$ cat src/rtl/dump_fsm.sv
// dump_fsm: output-side SHAKE control FSM draining squeezed rate blocks from the PISO as a valid/ready word stream
// Ports:
//   clk, rst                      clock, asynchronous active-high reset
//   header_valid/header_ready     request handshake (ready is a same-cycle pulse)
//   output_length, mode           requested bits, 0=SHAKE128 1=SHAKE256
//   output_buffer_ready           PISO holds a fresh squeezed block
//   output_buffer_ready_clr       block drained pulse, qualified by last_output_block_wr
//   piso_shift_en                 advance PISO by one word
//   valid_out/ready_in            word stream handshake
//   last_out, last_word_bits      final-word marker and its valid bit count
//   done                          request complete pulse
module dump_fsm #(
    parameter int W             = 64,
    parameter int LEN_W         = 32,
    parameter int RATE128_WORDS = 21,
    parameter int RATE256_WORDS = 17,
    localparam int LB           = $clog2(W) + 1,
    localparam int CW           = $clog2(RATE128_WORDS > RATE256_WORDS ? RATE128_WORDS : RATE256_WORDS) + 1
) (
    input  logic             clk,
    input  logic             rst,
    input  logic             header_valid,
    output logic             header_ready,
    input  logic [LEN_W-1:0] output_length,
    input  logic             mode,
    input  logic             output_buffer_ready,
    output logic             output_buffer_ready_clr,
    output logic             last_output_block_wr,
    output logic             piso_shift_en,
    output logic             valid_out,
    input  logic             ready_in,
    output logic             last_out,
    output logic [LB-1:0]    last_word_bits,
    output logic             done
);
    typedef enum logic [1:0] {WAIT_HEADER, WAIT_BLOCK, DUMP, DONE} state_t;
    state_t           state_q;
    logic [LEN_W-1:0] rem_q;
    logic [CW-1:0]    rate_q;
    logic [CW-1:0]    cnt_q;
    logic             done_q;
    logic             hs;
    assign valid_out               = state_q == DUMP;
    assign hs                      = valid_out & ready_in;
    assign piso_shift_en           = hs;
    assign header_ready            = state_q == WAIT_HEADER && header_valid;
    // remaining_bits never reaches 0 inside DUMP, so the low bits hold the final word size
    assign last_out                = valid_out && rem_q <= LEN_W'(W);
    assign last_word_bits          = last_out ? rem_q[LB-1:0] : LB'(W);
    // last_out takes priority when the request ends exactly on a block boundary
    assign output_buffer_ready_clr = hs && (last_out || cnt_q == CW'(1));
    assign last_output_block_wr    = hs && last_out;
    assign done                    = done_q;
    always_ff @(posedge clk or posedge rst) begin
        if (rst) begin
            state_q <= WAIT_HEADER;
            rem_q   <= '0;
            rate_q  <= '0;
            cnt_q   <= '0;
            done_q  <= 1'b0;
        end else begin
            done_q <= 1'b0;
            case (state_q)
                WAIT_HEADER: if (header_valid) begin
                    rem_q   <= output_length;
                    rate_q  <= mode ? CW'(RATE256_WORDS) : CW'(RATE128_WORDS);
                    state_q <= output_length == '0 ? DONE : WAIT_BLOCK;
                    done_q  <= output_length == '0;
                end
                WAIT_BLOCK: if (output_buffer_ready) begin
                    cnt_q   <= rate_q;
                    state_q <= DUMP;
                end
                DUMP: if (ready_in) begin
                    rem_q <= rem_q > LEN_W'(W) ? rem_q - LEN_W'(W) : '0;
                    cnt_q <= cnt_q - CW'(1);
                    if (last_out) begin
                        state_q <= DONE;
                        done_q  <= 1'b1;
                    end else if (cnt_q == CW'(1)) begin
                        state_q <= WAIT_BLOCK;
                    end
                end
                default: if (!output_buffer_ready) state_q <= WAIT_HEADER;
            endcase
        end
    end
endmodule
$ cat config.mk
export PLATFORM = sky130hd
export DESIGN_NAME = dump_fsm
export DESIGN_NICKNAME = d
export VERILOG_FILES = /design/src/rtl/dump_fsm.sv
export SDC_FILE = /design/constraint.sdc
export NUM_CORES = 1
export LEC_CHECK = 0
export CAP_MARGIN = 15
export CORE_MARGIN = 8
export CORE_UTILIZATION = 30
export CTS_BUF_LIST = sky130_fd_sc_hd__clkbuf_4
export CTS_CLUSTER_DIAMETER = 40
export DETAILED_ROUTE_END_ITERATION = 8
export SYNTH_ARGS = -nofsm -noshare
export SYNTH_HDL_FRONTEND = slang
export SYNTH_SLANG_ARGS = --single-unit
$ cat constraint.sdc
create_clock -name clk -period 3.1 [get_ports clk]
set_clock_uncertainty 0.2 [all_clocks]
set_input_delay 0.775 -clock clk [delete_from_list [all_inputs] [get_ports clk]]
set_output_delay 0.775 -clock clk [all_outputs]
set_load 0.005 [all_outputs]
Word level (Yosys, flattened, before mapping). Cells that the tools add are included.

Multiplexer cells: 21. Bitwise gates (word level): 1. Divide/modulo/power cells: 0. Equality and inequality tests: 8. $add $sub $neg: 2. Reduce and logical (&&, ||, !) cells: 13. Magnitude comparators: 2. Multipliers: 0. Shifts and indexed selects: 0.

Operators by type and width (count): $mux W32 (3); $pmux W32 S2 (1); $gt A32 B7 Y1 const B (1); $le A32 B7 Y1 const B (1); $logic_not A32 Y1 (1); $sub A32 B7 Y32 const B (1); $mux W2 (7); $mux W6 (2); $pmux W6 S2 (1); $mux W7 (1); $eq A6 B1 Y1 const B (1); $pmux W2 S3 (1); $reduce_and A3 Y1 (2); $sub A6 B1 Y6 const B (1); $reduce_and A5 Y1 (1); $logic_and A1 B1 Y1 (4); $ne A2 B2 Y1 const B (2); $ne A4 B1 Y1 const B (1); $reduce_bool A2 Y1 (2); $mux W1 (3); $mux W3 (1); $ne A3 B1 Y1 const B (1); $eq A2 B1 Y1 const B (1); $eq A2 B2 Y1 const B (1); 6 further kinds (6).

Bits in latches: 0. Input bits: 38. Logic and storage cells: 52. Bits in registers: 47. Memory bits (writable): 0. Memory bits (read-only): 0. Output and inout port bits: 14. Memories: 0.

Depth between registers and ports, before layout.
Depth in word-level cells: 5. Gate-level depth with buffers: 8. Depth with buffers taken out: 7.

Least setup slack after synthesis. Ideal clock, no wire load.

Kind: register to output. From: register rem_q[7]. To: output port last_word_bits[6]. Data arrival time: 1.880 ns. Stages on the path, launching flop included: 9. Path slack: 0.245 ns. Path buffers: 1. Required time: 2.125 ns. Cell sequence: dfrtp_1 -> inv_1 -> ha_1 -> nor4b_1 -> a21oi_2 -> or4_4 -> buf_6 -> nor2_1 -> nand2_1.

Longest elaborated chain between the ends: 3.

RTL lines: start: declaration (line 38) `logic [LEN_W-1:0] rem_q;`; start signal: assignment (line 65) `rem_q <= output_length;`; start signal: assignment (line 75) `rem_q <= rem_q > LEN_W'(W) ? rem_q - LEN_W'(W) : '0;`; $le A32 B7 Y1 (line 48) `assign last_out = valid_out && rem_q <= LEN_W'(W);`; $logic_and A1 B1 Y1 (line 48); net last_out (line 32) `output logic last_out,`; $mux W7 (line 49) `assign last_word_bits = last_out ? rem_q[LB-1:0] : LB'(W);`; end: declaration (line 33) `output logic [LB-1:0] last_word_bits,`.

The timed path passes the listed nets, and every way through them passes these cells.

Final worst setup path.
From: register rem_q[26]. To: output port output_buffer_ready_clr.

Longest elaborated chain between the ends: 4.

RTL lines: $le A32 B7 Y1 (line 48); $logic_and A1 B1 Y1 (line 48); $logic_or A1 B1 Y1 (line 51) `assign output_buffer_ready_clr = hs && (last_out || cnt_q == CW'(1));`; $logic_and A1 B1 Y1 (line 51); end: declaration (line 27) `output logic output_buffer_ready_clr,`.

Every way passes these cells.

==> impl_metrics.yaml <==
yosys:
  synth_top_area_cell: "dfrtp_1"
  synthesis.area_mm2: 0.002741
  yosysSeqAreaShare_pct: 39.25
  synth.top_cell.area_share_pct: 39.25
  ys_top_cells_by_area: "dfrtp_1 39%, nand2_1 4.2%, nor4_1 3.9%, o21ai_0 3.8%, a22o_1 3.5%"
  synthCells: 303
  syn_avg_cell_area_um2: 9.047
  async_flop_share_pct: 100.0
  ys_ff_latch: 43
  synthesis.nets: 345
  synth-edff-count: 0
  ys_types: 60
  ys.flop_type: "dfrtp_1"
  yosysWarnings: 0
setup_path:
  cp_slowest_cell: "or4_4"
  crit_type: "flip-flop to output port"
  crit_path_start_kind: "flip-flop"
  critPathCaptureType: "output port"
  max_stage_delay_ns: 0.58
  crit_family: "simple AND/OR/NAND/NOR gates"
  critPathBufInv: 2
  rr_startpoint: "rem_q[26]"
  crit_chain: "nor4_4 -> nand2_2 -> or4_4 -> buf_6 -> a21oi_4 -> buf_2"
  crit_required_ns: 2.12
  r2r_cells: 9
  worstPathArrival_ns: 2.26
  critPathMaxFanout: 3
  ff2ff_setup_slack_ns: 0.24
  r2r-end: "rem_q[17]"
clock_network:
  cts_root_buf: "clkbuf_4"
  cts_buffers: 5
  clk_pin_slew_ns: 0.13
  cts_htree_levels: 2
  cts_tree: "done"
  clockBufferDepth: 2
  clock_latency_ns: 0.37
  cts_sinks: 43
  cts_hold_buf: 0
timing:
  timing.final.crit_period_ns: 3.240
  rsz0062_at_grt: "yes"
  period_share_pct: 104.5
  hold_violations: 0
  fmax_mhz: 308.7
  finalSetupViolCount: 9
  tightestPinTransition_ns: 0.5732
  slew_headroom_pct: 61.79
  final_max_slew_viol_count: 0
  setup_slack_ns: -0.1396
detailed_routing:
  ant_nets: 0
  drt-initial-drc-count: 222
  route.detailed.drc: 0
  wl_per_cell_um: 18.08
  first_pass_iters: 5
  routed_wl_um: 9599
  viasPerCell: 5.505
  num_vias: 2923
cells_and_area:
  fill_cells: 884
  utilization_pct: 44.55
  insertedDiodeCount: 0
  nets: 461
  layout-drive-gt1-share_pct: 30.24
  fin_cells: 531
  synthToLayoutAreaGrowth_pct: 47.33
power:
  power_w: 0.003352
  p_per_area_mw_per_mm2: 829.9
  ir_drop_uv: 348.5
  p_leak_nw: 1.678
grt:
  grt_pass1_vias: 2975
  gr-total-overflow: 0
  antenna_found_initial: 0
  grt_pass1_wl_um: 15680
  track_usage_pct: 15.43
  grt_max_degree: 44
hold_path:
  hp-start: "rate_q[0]"
  min_to: "rate_q[0]"
  min_path_cells: 1
  min_path_type: "flip-flop to flip-flop"
placed_design:
  hpwlAfterDp_um: 7045
  place_ws_ns: -0.2748
  io_buffers: 51
  place_inst: 503
  place_congestion: 0.8707
run:
  drv_cap: 0
floorplanning:
  die_h_um: 111.6
  coreArea_mm2: 0.009065
  ios: 52
  die_w_um: 111.6
  initial_utilization_pct: 30.24
  rows: 35
  die_area_mm2: 0.01245
status:
  violations: "negative setup slack"
  status: "finished, violations left"
layout by cell type, fill, tap and decap left out, types with 3 or more instances in the layout:
cell type	count
or2_2	3
clkbuf_4	6
buf_2	6
clkinv_1	3
nand3_1	10
nand2_2	4
dfrtp_1	43
o31ai_1	7
nand4_1	4
a21oi_1	7
nand2_1	30
and3_4	3
a22o_1	11
nand2b_1	3
o311ai_0	4
o211ai_1	4
nand3b_1	3
buf_6	11
inv_1	8
nor3_1	8
a22oi_1	3
clkdlybuf4s50_1	39
and3_1	4
nor2_1	22
a221o_1	5
nor4_4	3
or4_4	3
o21ai_0	21
nor4_1	16
or3_1	5
buf_4	69
cells in the mapped netlist, drive strengths merged, types with 2 or more instances:
library cell and number:
dfrtp 43, nand2 34, nor2 24, o21ai 22
nor4 19, clkbuf 14, a22o 12, nor3 11
a21oi 10, nand3 10, inv 9, or3 8
and3 7, o31ai 7, o311ai 6, a221o 5
nand4 5, ha 4, o211ai 4, a22oi 3
buf 3, nand2b 3, nand3b 3, nor4b 3
o41ai 3, or2 3, or4 3, a311o 2
a31o 2, a31oi 2, mux2i 2, nand4b 2
or3b 2
what timing repair did:
action                                  in CTS  in global routing
pin swaps                                   12                 12
gates cloned                                 0                  0
buffers inserted                            15                  6
resized for setup                           61                 14
endpoints found under the setup margin      11                 12
registers in the layout, indices dropped and copies added, names as in the netlist:
name / cells
rate_q: 2
state_q: 2
done: 1
rem_q: 32
cnt_q: 6
how the worst max path moves through the flow:
stage | start | end | slack [ns] | cells after the start
after CTS | rem_q[9] | output_buffer_ready_clr | -0.14 | 6
after detailed placement | rem_q[7] | last_word_bits[4] | -0.27 | 9
after global placement | rem_q[7] | output_buffer_ready_clr | -0.22 | 7
after floorplan | rem_q[7] | last_word_bits[6] | 0.25 | 8
after global routing | rem_q[7] | last_word_bits[4] | -0.24 | 10
final | rem_q[26] | output_buffer_ready_clr | -0.14 | 6
per-layer routing:
layer | global-route usage (%) | part of all wire, %
met5 | 0 | 0
met4 | 4.923 | 1.8
met1 | 18.99 | 43
met3 | 3.463 | 7.2
met2 | 26.10 | 48
final cells by class:
type	instances	area [um^2]	area share, %
clock inverters	2	7.507	0.1859
inverters	10	37.54	0.9294
well taps	111	138.9	3.439
repair buffers	127	1080	26.73
clock buffers	6	45.04	1.115
multi-input cells	232	1654	40.95
flip-flops and latches	43	1076	26.64
logic make-up (layout without fill, tap and decap cells):
kind of cell	count (synthesis)	count (layout)	share of synthesized area, %
compound gates	87	87	23.96
xor+xnor	1	1	0.3195
fa+ha+maj	4	4	1.826
buf+inv	28	145	4.427
flops	43	43	39.25
mux	2	2	0.7303
simple gates	138	138	29.48
through the flow:
step           TNS [ns]  area [um^2]  hold slack, ns
2_1_floorplan         0         2741          0.2549
3_3_place_gp     -2.157         3727          0.2826
3_5_place_dp     -2.636         3727          0.2780
4_1_cts         -0.9421         3936          0.3065
5_1_grt          -1.908         4039          0.3360
6_report        -0.9303         4039          0.3060
worst register-to-register path: cells and delay by family, from the launching register on:
kind	cells	cell delay, ns
buffers and inverters	4	0.54
AOI/OAI and AO/OA	1	0.22
DFF	1	0.44
and+or+nand+nor	4	1.35
power breakdown:
part | internal, W | leakage (nW) | switching [W]
logic | 0.000980 | 1.13 | 0.00102
clock network | 0.0000932 | 0.0307 | 0.000192
registers | 0.000823 | 0.517 | 0.000245
total | 0.00190 | 1.68 | 0.00146
No activity file was read; power rests on OpenSTA's default activity.
